===== src/rtl/mips_cpu_sequencer.sv =====
// Multicycle state sequencer for the MIPS CPU: drives the controller state,
// gates memory and architectural writes on waitrequest, and counts work done.
module mips_cpu_sequencer #(
    parameter int CNT_W = 32
) (
    input  logic             clk,
    input  logic             reset,
    input  logic             waitrequest,
    input  logic             threecycle,
    input  logic             memread,
    input  logic             memwrite,
    input  logic [31:0]      pc,
    output logic [2:0]       state,
    output logic             active,
    output logic             stall,
    output logic             mem_en,
    output logic             wr_en,
    output logic [CNT_W-1:0] instr_count,
    output logic [CNT_W-1:0] cycle_count
);

    typedef enum logic [2:0] {
        IDLE   = 3'd0,
        FETCH  = 3'd1,
        DECODE = 3'd2,
        EXEC1  = 3'd3,
        EXEC2  = 3'd4,
        HALT   = 3'd5
    } state_t;

    state_t cur;
    logic   in_fetch;
    logic   in_exec;
    logic   mem_access;
    logic   halting;

    assign state      = cur;
    assign in_fetch   = (cur == FETCH);
    assign in_exec    = (cur == EXEC1) || (cur == EXEC2);
    assign mem_access = in_fetch || (in_exec && (memread || memwrite));
    assign stall      = mem_access && waitrequest;
    assign halting    = in_fetch && (pc == 32'd0);
    assign active     = (cur == FETCH) || (cur == DECODE) || in_exec;
    assign mem_en     = active && !halting;
    assign wr_en      = mem_en && !stall;

    always_ff @(posedge clk) begin
        if (reset) begin
            cur         <= IDLE;
            instr_count <= '0;
            cycle_count <= '0;
        end else begin
            if (active) begin
                cycle_count <= cycle_count + 1'b1;
            end
            case (cur)
                IDLE:   cur <= FETCH;
                FETCH: begin
                    // A zero PC halts before any fetch, even while memory is busy.
                    if (halting) begin
                        cur <= HALT;
                    end else if (!stall) begin
                        cur <= DECODE;
                    end
                end
                DECODE: cur <= EXEC1;
                EXEC1: begin
                    if (!stall) begin
                        if (threecycle) begin
                            cur         <= FETCH;
                            instr_count <= instr_count + 1'b1;
                        end else begin
                            cur <= EXEC2;
                        end
                    end
                end
                EXEC2: begin
                    if (!stall) begin
                        cur         <= FETCH;
                        instr_count <= instr_count + 1'b1;
                    end
                end
                HALT:    cur <= HALT;
                default: cur <= HALT;
            endcase
        end
    end

endmodule

===== config.mk =====
export PLATFORM = sky130hd
export DESIGN_NAME = mips_cpu_sequencer
export DESIGN_NICKNAME = d
export VERILOG_FILES = /design/src/rtl/mips_cpu_sequencer.sv
export SDC_FILE = /design/constraint.sdc
export NUM_CORES = 1
export LEC_CHECK = 0
export BUFFER_PORTS_ARGS = -buffer_cell sky130_fd_sc_hd__buf_4
export CAP_MARGIN = 20
export CORE_UTILIZATION = 36
export DETAILED_ROUTE_END_ITERATION = 7
export GPL_ROUTABILITY_DRIVEN = 1
export GPL_TIMING_DRIVEN = 0
export PLACE_DENSITY = 0.67
export REMOVE_ABC_BUFFERS = 1
export SLEW_MARGIN = 20
export SYNTH_ARGS = -nofsm -noshare
export SYNTH_HDL_FRONTEND = slang
export SYNTH_SLANG_ARGS = --single-unit

===== constraint.sdc =====
create_clock -name clk -period 2 [get_ports clk]
set_input_delay 0.1 -clock clk [delete_from_list [all_inputs] [get_ports clk]]
set_output_delay 0.1 -clock clk [all_outputs]
set_load 0.02 [all_outputs]

==> metrics <==
outcome=complete, but fails checks; failing checks=negative setup slack; Starting DRT DRC Count=54; chip height=97.6 um; final-report setup violation count=1; gr busiest metal=met2; wire length per cell=13.6 um; leakage=1.89 nW; worst r2r src=state[1]$_SDFFE_PP0P_; Worst Min Path Start=threecycle; CP arrival=2.26 ns; max_slew headroom=~50%; Tightest Pin Transition=0.732 ns; DRC Markers=0; worst setup margin=-0.00492 ns; Worst path top cell family by delay=simple AND/OR/NAND/NOR gates; # IOs=~110; Syn-to-layout area delta=41.8%; ANT nets after route=0; Net Sw Frac=a little over a fifth; pwr dens=around 640 mW/mm^2; Core Region=0.00876 sq mm; Tmin final=2.00 ns; leading cell types in the layout, fill and taps excluded=buf_4, dfxtp_1, nor2_1, xor2_1, nand2_1; Buffers on Ports=108; die footprint=0.00952 sq mm; vias in the first global route=3018; Die Wd=97.6 um; CTS max path bufs=2; worst vdd ir=424 uV; synthesized flop and latch total=between 60 and 70; Synthesis Warnings=0; vias=approximately 3300; first-pass GRT wire length=13500 um; sequential share of power=45.8%; slowest CP cell=or4_1; Syn Inst Count=391; Hold Vio Cnt, Final=0; syn_area_per_cell=8.41 sq um; internal power=2.32 mW; Final Net Count=approximately 550; total CTS buffers=9; Total GRT Usage=between 10% and 20%; largest fanout on the critical path=8; CP peak stage delay=about 0.43 ns; EDFF count, synth=0; Post-Route Skew=0.0111 ns; met1 Use GR=21.8%; total power=roughly 3.0 mW; Net Switching=0.649 mW; fill count=810; sequential fraction of the synthesis area=40.8%; hold bufs inserted after CTS=0; commonest non-fill, non-tap cell in the layout=buf_4; detailed-placement wirelength estimate=5690 um; antenna violations before repair=0; TritonCTS clock tree=built; share of layout cells above drive strength 1=about a third; clock share of power=45.9%; Max Cap Viol=0; min-delay worst type=input port to flip-flop; Comb pwr share=around 8.3%; vias per inst=5.25; Buf/Inv on CP=1; RSZ-0062 raised after global routing=true; WS Path Type=flip-flop to flip-flop; synthesized area=0.00329 sq mm; Inserted Diodes=0; ys flop type=dfxtp_1; clock sinks=67; CTS Root Cell=clkbuf_8; Cell Chain, Critical Path=or3b_4 > a311oi_4 > buf_6 > nand4_4 > or4_1 > a21oi_1; Startpoint Class=flip-flop; Async S/R FF share, synth=0%; Initial Utilization=37.5%; Final Max Slew Viols=0; drt pass-1 iters=5; GRT overflow=0; Crit path required time=2.25 ns; Worst Setup SP=state[1]$_SDFFE_PP0P_; fmax=499 MHz; largest net degree at the start of global routing=roughly 70; H-tree levels=3; Routed WL=8540 um; crit share post-route=100%; Worst-path clk slew=about 0.070 ns; met2 Track Usage GR=between 20% and 30%; M3 GR Usage=around 2.7%; Setup crit end kind=flip-flop; Final Hold Slack=0.0644 ns; clk_lat worst skew=0.33 ns; gpl congestion=0.788; Distinct cells, synth=40; FP Rows=34
## metal layers
metal | up-vias | part of all wire [%]
met5 | - | 0
met4 | 0 | 1.1
met3 | 8 | 4.1
met2 | 95 | 49
met1 | 1549 | 46
li1 | 1636 | -
## area by class of cell
class,count,area (sq um),area share [%]
clock inverter,5,100,2.15
timing repair buffer,128,972,20.9
multi-input combinational,296,1920,41.2
tap,108,135,2.90
inverter,11,41.3,0.886
clock buffer,11,141,3.03
sequential,67,1350,29.0
## registers in the layout, indices dropped and copies added, names as in the netlist
signal,cells
cycle_count,32
state,3
instr_count,32
## metrics by stage
stage | util (%) | cells | instance area [sq um] | setup TNS, ns | setup WS (ns)
2_1_floorplan | - | 374 | 3220 | -6.42 | -0.465
3_3_place_gp | 47.5 | 590 | 4170 | -14.67 | -0.818
5_1_grt | 53.2 | 626 | 4660 | -0.325 | -0.0776
3_5_place_dp | 47.5 | 590 | 4170 | -15.90 | -0.865
6_report | 53.2 | 626 | 4660 | -0.00492 | -0.00492
4_1_cts | 51.4 | 614 | 4500 | -0.0793 | -0.0793
## worst register-to-register path: cells and delay by family, from the launching register on
family	cells	cell delay [ns]
compound gates	2	0.41
buf+inv	1	0.16
simple gates	3	0.99
flops	1	0.36
## power groups by stage
stage / Sequential [mW] / Combinational, mW / Clock [mW]
floorplan: 1.40 / 0.0782 / 0
global placement: 1.39 / 0.217 / 0
detailed placement: 1.39 / 0.220 / 0
CTS: 1.36 / 0.236 / 1.39
global route: 1.36 / 0.267 / 1.46
finish: 1.36 / 0.245 / 1.36
## final timing paths
check | slack, ns | endpoint | cells past startpoint
setup reg to reg | -0.005 | instr_count[31]$_SDFFE_PP0P_ | 6
hold / removal | 0.06 | state[0]$_SDFFE_PP0P_ | 2
setup / recovery | -0.005 | instr_count[31]$_SDFFE_PP0P_ | 6
hold reg to reg | 0.49 | instr_count[31]$_SDFFE_PP0P_ | 2
## Yosys cell counts (7+ instances only)
master / count / share of area, %
xor2_1: 26 / 6.9
nand4_1: 20 / 3.8
nor2_1: 58 / 6.6
nor4_1: 21 / 4.0
o21ai_0: 15 / 2.3
and3_1: 12 / 2.3
or3_1: 9 / 1.7
dfxtp_1: 67 / 41
xnor2_1: 23 / 6.1
nand2_1: 26 / 3.0
a21oi_1: 14 / 2.1
clkbuf_1: 14 / 1.6
nor3_1: 8 / 1.2
and4_1: 7 / 1.9
inv_1: 11 / 1.3
nand3_1: 22 / 3.3
## kinds of logic after synthesis
logic type,Yosys count,share of synthesized area [%]
buf+inv,28,3.31
flops,67,40.8
fa+ha+maj,2,0.761
compound gates,37,7.58
simple gates,205,33.5
mux,3,0.990
xor+xnor,49,13.1
## repair_timing
action | CTS | global route
resized for setup | 13 | 17
pin swaps | 5 | 9
setup endpoints to repair | 46 | 27
endpoints found under the hold margin | 0 | 0
buffers inserted | 8 | 12
(Power assumes the default switching activity.)
